[config.mk]
export PLATFORM = sky130hd
export DESIGN_NAME = mdu_hilo
export DESIGN_NICKNAME = d
export VERILOG_FILES = /design/src/rtl/mdu_pkg.sv /design/src/rtl/mdu_iter_core.sv /design/src/rtl/mdu_hilo.sv
export SDC_FILE = /design/constraint.sdc
export NUM_CORES = 1
export LEC_CHECK = 0
export CELL_PAD_IN_SITES_DETAIL_PLACEMENT = 1
export CELL_PAD_IN_SITES_GLOBAL_PLACEMENT = 2
export CORE_MARGIN = 2
export CORE_UTILIZATION = 31
export CTS_BUF_LIST = sky130_fd_sc_hd__clkbuf_16
export CTS_CLUSTER_DIAMETER = 150
export CTS_CLUSTER_SIZE = 28
export DETAILED_ROUTE_END_ITERATION = 16
export PLACE_DENSITY = 0.75
export REMOVE_ABC_BUFFERS = 1
export SYNTH_ARGS = -nofsm -noshare
export SYNTH_HDL_FRONTEND = slang
export SYNTH_SLANG_ARGS = --single-unit
[constraint.sdc]
create_clock -name clk -period 3.4 [get_ports clk]
set_input_delay 1.02 -clock clk [delete_from_list [all_inputs] [get_ports clk]]
set_output_delay 1.02 -clock clk [all_outputs]
set_load 0.05 [all_outputs]
[src/rtl/mdu_pkg.sv]
// mdu_pkg: operation and FSM state encodings shared by the multiply/divide unit.
package mdu_pkg;
  localparam int WIDTH_DEF = 32;
  typedef enum logic [2:0] {
    OP_NONE  = 3'd0,
    OP_MULT  = 3'd1,
    OP_MULTU = 3'd2,
    OP_DIV   = 3'd3,
    OP_DIVU  = 3'd4,
    OP_MTHI  = 3'd5,
    OP_MTLO  = 3'd6
  } op_e;
  typedef enum logic [1:0] {
    S_IDLE = 2'd0,
    S_RUN  = 2'd1,
    S_FIN  = 2'd2
  } state_e;
endpackage

[src/rtl/mdu_iter_core.sv]
// mdu_iter_core: unsigned shift-add multiply / restoring divide, one step per enable.
module mdu_iter_core #(
  parameter int WIDTH = 32
) (
  input  logic             clk,
  input  logic             rst_n,
  input  logic             load_i,
  input  logic             step_i,
  input  logic             div_i,
  input  logic [WIDTH-1:0] a_i,
  input  logic [WIDTH-1:0] b_i,
  output logic [WIDTH-1:0] hi_o,
  output logic [WIDTH-1:0] lo_o
);
  // acc holds {upper, multiplier} for multiply and {remainder, quotient} for divide
  logic [2*WIDTH-1:0] acc_q, acc_d;
  logic [WIDTH-1:0]   b_q, rem_d;
  logic [WIDTH:0]     sum, shifted;
  logic               div_q, ge;
  always_comb begin
    sum     = {1'b0, acc_q[2*WIDTH-1:WIDTH]} + (acc_q[0] ? {1'b0, b_q} : '0);
    shifted = {acc_q[2*WIDTH-1:WIDTH], acc_q[WIDTH-1]};
    ge      = shifted >= {1'b0, b_q};
    rem_d   = ge ? WIDTH'(shifted - {1'b0, b_q}) : shifted[WIDTH-1:0];
    acc_d   = div_q ? {rem_d, acc_q[WIDTH-2:0], ge} : {sum, acc_q[WIDTH-1:1]};
  end
  always_ff @(posedge clk) begin
    if (!rst_n) begin
      acc_q <= '0;
      b_q   <= '0;
      div_q <= 1'b0;
    end else if (load_i) begin
      acc_q <= {{WIDTH{1'b0}}, a_i};
      b_q   <= b_i;
      div_q <= div_i;
    end else if (step_i) begin
      acc_q <= acc_d;
    end
  end
  assign hi_o = acc_q[2*WIDTH-1:WIDTH];
  assign lo_o = acc_q[WIDTH-1:0];
endmodule

[src/rtl/mdu_hilo.sv]
// mdu_hilo: iterative MULT/DIV unit owning HI/LO; MDU_FAST_MUL_EN selects a single-cycle multiplier.
module mdu_hilo
  import mdu_pkg::*;
#(
  parameter int WIDTH = WIDTH_DEF
) (
  input  logic             clk,
  input  logic             rst_n,
  input  logic             start_i,
  input  logic [2:0]       op_i,
  input  logic [WIDTH-1:0] rs_i,
  input  logic [WIDTH-1:0] rt_i,
  input  logic             cancel_i,
  output logic             busy_o,
  output logic             done_o,
  output logic [WIDTH-1:0] hi_o,
  output logic [WIDTH-1:0] lo_o
);
  localparam int CW = $clog2(WIDTH);
  state_e             state_q, state_d;
  logic [CW-1:0]      cnt_q, cnt_d;
  logic [WIDTH-1:0]   hi_q, lo_q, dvd_q, a_abs, b_abs, core_hi, core_lo, q_fix, r_fix, res_hi, res_lo;
  logic [2*WIDTH-1:0] prod_fix;
  logic               neg_q, rneg_q, dz_q, div_q, done_q;
  logic               is_md, is_sgn, is_div, issue, fast, fin_wr;
  assign is_md  = op_i == OP_MULT || op_i == OP_MULTU || op_i == OP_DIV || op_i == OP_DIVU;
  assign is_sgn = op_i == OP_MULT || op_i == OP_DIV;
  assign is_div = op_i == OP_DIV || op_i == OP_DIVU;
  assign issue  = start_i && !cancel_i && state_q == S_IDLE;
  assign fin_wr = state_q == S_FIN && !cancel_i;
  assign a_abs  = (is_sgn && rs_i[WIDTH-1]) ? -rs_i : rs_i;
  assign b_abs  = (is_sgn && rt_i[WIDTH-1]) ? -rt_i : rt_i;
`ifdef MDU_FAST_MUL_EN
  logic               fast_q;
  logic [2*WIDTH-1:0] prod_q;
  assign fast = op_i == OP_MULT || op_i == OP_MULTU;
  always_ff @(posedge clk) begin
    if (!rst_n) begin
      fast_q <= 1'b0;
      prod_q <= '0;
    end else if (issue && is_md) begin
      fast_q <= fast;
      prod_q <= {{WIDTH{is_sgn & rs_i[WIDTH-1]}}, rs_i} * {{WIDTH{is_sgn & rt_i[WIDTH-1]}}, rt_i};
    end
  end
`else
  assign fast = 1'b0;
`endif
  mdu_iter_core #(.WIDTH(WIDTH)) u_core (
    .clk    (clk),
    .rst_n  (rst_n),
    .load_i (issue && is_md && !fast),
    .step_i (state_q == S_RUN),
    .div_i  (is_div),
    .a_i    (a_abs),
    .b_i    (b_abs),
    .hi_o   (core_hi),
    .lo_o   (core_lo)
  );
  always_comb begin
    prod_fix = neg_q ? -{core_hi, core_lo} : {core_hi, core_lo};
    q_fix    = neg_q ? -core_lo : core_lo;
    r_fix    = rneg_q ? -core_hi : core_hi;
    res_hi   = dz_q ? dvd_q : div_q ? r_fix : prod_fix[2*WIDTH-1:WIDTH];
    res_lo   = dz_q ? '1 : div_q ? q_fix : prod_fix[WIDTH-1:0];
`ifdef MDU_FAST_MUL_EN
    if (fast_q) {res_hi, res_lo} = prod_q;
`endif
  end
  always_comb begin
    state_d = state_q;
    cnt_d   = cnt_q;
    if (cancel_i) state_d = S_IDLE;
    else if (state_q == S_IDLE) begin
      if (start_i && is_md) begin
        state_d = fast ? S_FIN : S_RUN;
        cnt_d   = '0;
      end
    end else if (state_q == S_RUN) begin
      cnt_d   = cnt_q + 1'b1;
      state_d = (cnt_q == CW'(WIDTH - 1)) ? S_FIN : S_RUN;
    end else state_d = S_IDLE;
  end
  always_ff @(posedge clk) begin
    if (!rst_n) begin
      state_q <= S_IDLE;
      cnt_q   <= '0;
      done_q  <= 1'b0;
      hi_q    <= '0;
      lo_q    <= '0;
      dvd_q   <= '0;
      neg_q   <= 1'b0;
      rneg_q  <= 1'b0;
      dz_q    <= 1'b0;
      div_q   <= 1'b0;
    end else begin
      state_q <= state_d;
      cnt_q   <= cnt_d;
      done_q  <= fin_wr;
      if (issue && is_md) begin
        neg_q  <= is_sgn & (rs_i[WIDTH-1] ^ rt_i[WIDTH-1]);
        rneg_q <= is_sgn & is_div & rs_i[WIDTH-1];
        dz_q   <= is_div & (rt_i == '0);
        div_q  <= is_div;
        dvd_q  <= rs_i;
      end
      if (fin_wr) begin
        hi_q <= res_hi;
        lo_q <= res_lo;
      end else if (issue && op_i == OP_MTHI) hi_q <= rs_i;
      else if (issue && op_i == OP_MTLO) lo_q <= rs_i;
    end
  end
  assign busy_o = state_q != S_IDLE;
  assign done_o = done_q;
  assign hi_o   = hi_q;
  assign lo_o   = lo_q;
endmodule

==> impl_results.md <==
- Result of the run: finished, final reports clean
- XOR/XNOR Fraction of Synth Area: 0.0925
- Number of primary I/O pins: 137
- Total vias in the final route: 16900
- Antenna violations before repair: 0
- Layout cell share with drive strength beyond 1: 0.133
- Final GP Congestion: 0.877
- Longest Clk Path Bufs: 3
- Number of global-route vias before repair: 17300
- Number of filler instances in the final layout: 6239
- Max H-tree Level: 1
- Root buffer cell: clkbuf_16
- Total global routing track utilization: 0.246
- Number of clock sinks: 204
- Distinct cell type count after synthesis: 87
- Count of endpoints failing hold in the final timing report: 0
- Power Density: 334 mW/mm2
- Syn avg cell area: 7.46 um2
- Most frequent cells after synthesis: nand2_1, a21oi_1, dfxtp_1
- Final hold slack: 0.465 ns
- Vertical die dimension: 229 um
- Post-layout net count: 2481
- Number of antenna-violating nets in the routed design: 0
- Synthesized flop and latch total: 204
- First-pass GRT wire length: 103 mm
- Final total negative setup slack: 0 ns
- Max VDD drop: 0.244 mV
- Max transition margin: 0.383
- Drt via density: 5.61
- Fraction of post-synthesis cell area in the top cell type by area: 0.260
- Starting DRT DRC Count: 1071
- Top flip-flop cell by instance count after synthesis: dfxtp_1
- Average wire per cell in the routed design: 22.0 um
- Critical path depth: 13
- Cell type contributing the most total cell area after synthesis: dfxtp_1
- Worst setup path class: flop to flop
- Antenna Diode Count: 0
- Slew @ Worst Pin: 0.923 ns
- Post-synthesis cell area: 0.0157 mm2
- Data required, critical path: 3.80 ns
- Reg2reg end: u_core.acc_q[63]$_SDFFE_PP0P_
- Largest net degree at the start of global routing: 109
- Clock latency reported for the late side of the worst-skew pair: 0.51 ns
- Min cycle time layout: 3.28 ns
- Number of detailed-route iterations in the first pass: 5
- Non-filler instance count after layout: 3011
- Clock transition at the registers of the reported paths: 0.12 ns
- Most repeated cell in the gate-level netlist after synthesis: nand2_1
- Cell area after placement: 0.0192 mm2
- CTS Buf Count: 11
- Number of flops mapped to enable cells by yosys: 0
- Critical path origin: u_core.b_q[5]$_SDFFE_PN0P_
- Floorplan die area: 0.0525 mm2
- # rows: 82
- Cell-by-cell trace of the critical path: inv_1 > ha_1 > buf_4 > nand3_1 > a221oi_1 > a211oi_2 > o21ai_0 > a31oi_1 > buf_4 > o21ai_0 > a31oi_1 > xor2_1 > o211ai_1
- Die Span X: 229 um
- Worst reg-to-reg setup slack: 0.12 ns
- Crit path buffers/inverters: 3
- Post-route setup slack: 0.119 ns
- Number of cells produced by synthesis: 2106
- Compound-cell area share of the yosys netlist: 0.275
- Core Footprint: 0.0501 mm2
- Hold Crit Class: flop to flop
- Top cells by area in the synthesized netlist: dfxtp_1, a21oi_1, nand2_1
- Relative area change from synthesis to final layout: 25.1%
- Final setup violation count: 0
- R2R depth: 13
- Mux contribution to synthesized area: 0.0478
- Max Cap Violations: 0
- Post-synthesis share of cell area spent on full adders, half adders and majority gates: 0.0583
- Overall power: 6.57 mW
- Share of synthesized flip-flops with an asynchronous set or reset: 0
- Worst-case clock skew: 0.0309 ns
- Number of warnings reported in the yosys synthesis log: 0
- Final cell utilization of the core: 0.393
- Top Family by Delay on Critical Path: compound AO/OA/AOI/OAI gates
- Highest attainable clock frequency: 0.305 GHz
- Kind of capture point of the worst setup path: flop
- Largest family of logic cells by synthesized area: compound AO/OA/AOI/OAI gates
- Post-Place Cells: 2992
- # DRC: 0
- Startpoint of the most critical register-to-register path: u_core.b_q[5]$_SDFFE_PN0P_
- CP startpoint kind: flop
- Number of buffer cells added on primary ports: 136
- Share of synthesized cell area in and, or, nand and nor gates: 0.215
- End point of the critical path: u_core.acc_q[63]$_SDFFE_PP0P_
- Critical path arrival: 3.68 ns
- Pre-CTS worst setup slack: -0.583 ns
- Detailed placer's ending HPWL: 51.3 mm
- Period utilization: 0.965
- Effective utilization at floorplan: 0.314
- Aggregate routed wire length: 66.4 mm
- Max incr delay on CP: 0.43 ns
- Critical-path maximum fanout: 6
- Cell with the largest stage delay on the worst path: a221oi_1
- Leakage power: 7.48 nW
- Clock tree from TritonCTS: done
- Max Slew Vio Count: 0
- Sequential element share of the synthesized area: 0.260
- Grt ovf: 0
- Design Area, Final: 0.0197 mm2
## routing by layer
| layer | track usage | up-vias | share of wire |
|---|---|---|---|
| met5 | 0 | - | 0 |
| met2 | 0.430 | 386 | 0.48 |
| met3 | 0.0230 | 92 | 0.039 |
| li1 | - | 8121 | - |
| met4 | 0.0741 | 0 | 0.029 |
| met1 | 0.320 | 8282 | 0.45 |
## worst min-delay path, stage by stage, from the launching register on
cell and delay, ns:
dfxtp_1 0.33, nand2_1 0.05, a21oi_1 0.05
## state kept, by name (all words and copies together), names as in the netlist
signal,cells
u_core.acc_q,64
dvd_q,32
hi_o,32
lo_o,32
u_core.b_q,32
cnt_q,5
state_q,2
done_o,1
dz_q,1
neg_q,1
rneg_q,1
u_core.div_q,1
## area by class of cell
| class | count | area, um2 | share of cell area |
|---|---|---|---|
| Multi-Input combinational cell | 1692 | 11000 | 0.557 |
| Sequential cell | 204 | 4090 | 0.208 |
| Timing Repair Buffer | 366 | 3230 | 0.164 |
| Tap cell | 672 | 841 | 0.0428 |
| Clock buffer | 11 | 275 | 0.0140 |
| Inverter | 63 | 239 | 0.0122 |
| Clock inverter | 3 | 26.3 | 0.00134 |
## power by group
| group | total [mW] | leakage [nW] | switching [mW] | internal [mW] |
|---|---|---|---|---|
| clock | 1.54 | 0.153 | 0.933 | 0.610 |
| sequential | 2.58 | 1.66 | 0.0973 | 2.48 |
| combinational | 2.45 | 5.67 | 1.43 | 1.02 |
## cells in the final DEF, fill, tap and decap left out, types with 12 or more instances in the layout
master,Yosys,routed
nand4_1,17,17
ha_1,70,70
mux2i_1,74,74
xor2_1,73,73
nor2b_1,14,13
and3_1,18,18
nor2_1,191,190
o221ai_1,13,13
a221oi_1,31,31
o21ai_0,133,132
inv_1,62,61
buf_4,0,219
o211ai_1,17,17
clkdlybuf4s50_1,0,133
a211oi_1,95,89
nand3_1,59,59
nand2_1,246,244
a21oi_1,206,202
nor3_1,37,36
a31oi_1,21,21
o31ai_1,22,21
nor4_1,16,15
nand3b_1,12,12
a21o_1,30,30
and2_1,13,12
dfxtp_1,204,201
or3_1,19,19
xnor2_1,93,93
o22ai_1,12,12
## cells by family after synthesis
kind of cell | Yosys count
adders and majority gates | 72
DFF | 204
and+or+nand+nor | 706
buffers and inverters | 210
AOI/OAI and AO/OA | 673
xor gates and xnor gates | 166
muxes | 75
## worst min-delay path by stage
stage | start | to | slack, ns | cells past startpoint
after global routing | dvd_q[30]$_SDFFE_PN0P_ | dvd_q[30]$_SDFFE_PN0P_ | 0.49 | 2
after global placement | dvd_q[15]$_SDFFE_PN0P_ | dvd_q[15]$_SDFFE_PN0P_ | 0.44 | 2
after floorplan | dvd_q[15]$_SDFFE_PN0P_ | dvd_q[15]$_SDFFE_PN0P_ | 0.43 | 2
after detailed placement | dvd_q[19]$_SDFFE_PN0P_ | dvd_q[19]$_SDFFE_PN0P_ | 0.45 | 2
final | dvd_q[30]$_SDFFE_PN0P_ | dvd_q[30]$_SDFFE_PN0P_ | 0.47 | 2
after CTS | dvd_q[30]$_SDFFE_PN0P_ | dvd_q[30]$_SDFFE_PN0P_ | 0.47 | 2
## repair_timing
item / CTS / global route
setup endpoints to repair: 4 / 20
gates resized for setup: 1 / 34
hold buffers: 0 / 0
pin swaps: 2 / 12
setup buffers: 1 / 4
Power figures use the tool's default switching activity.
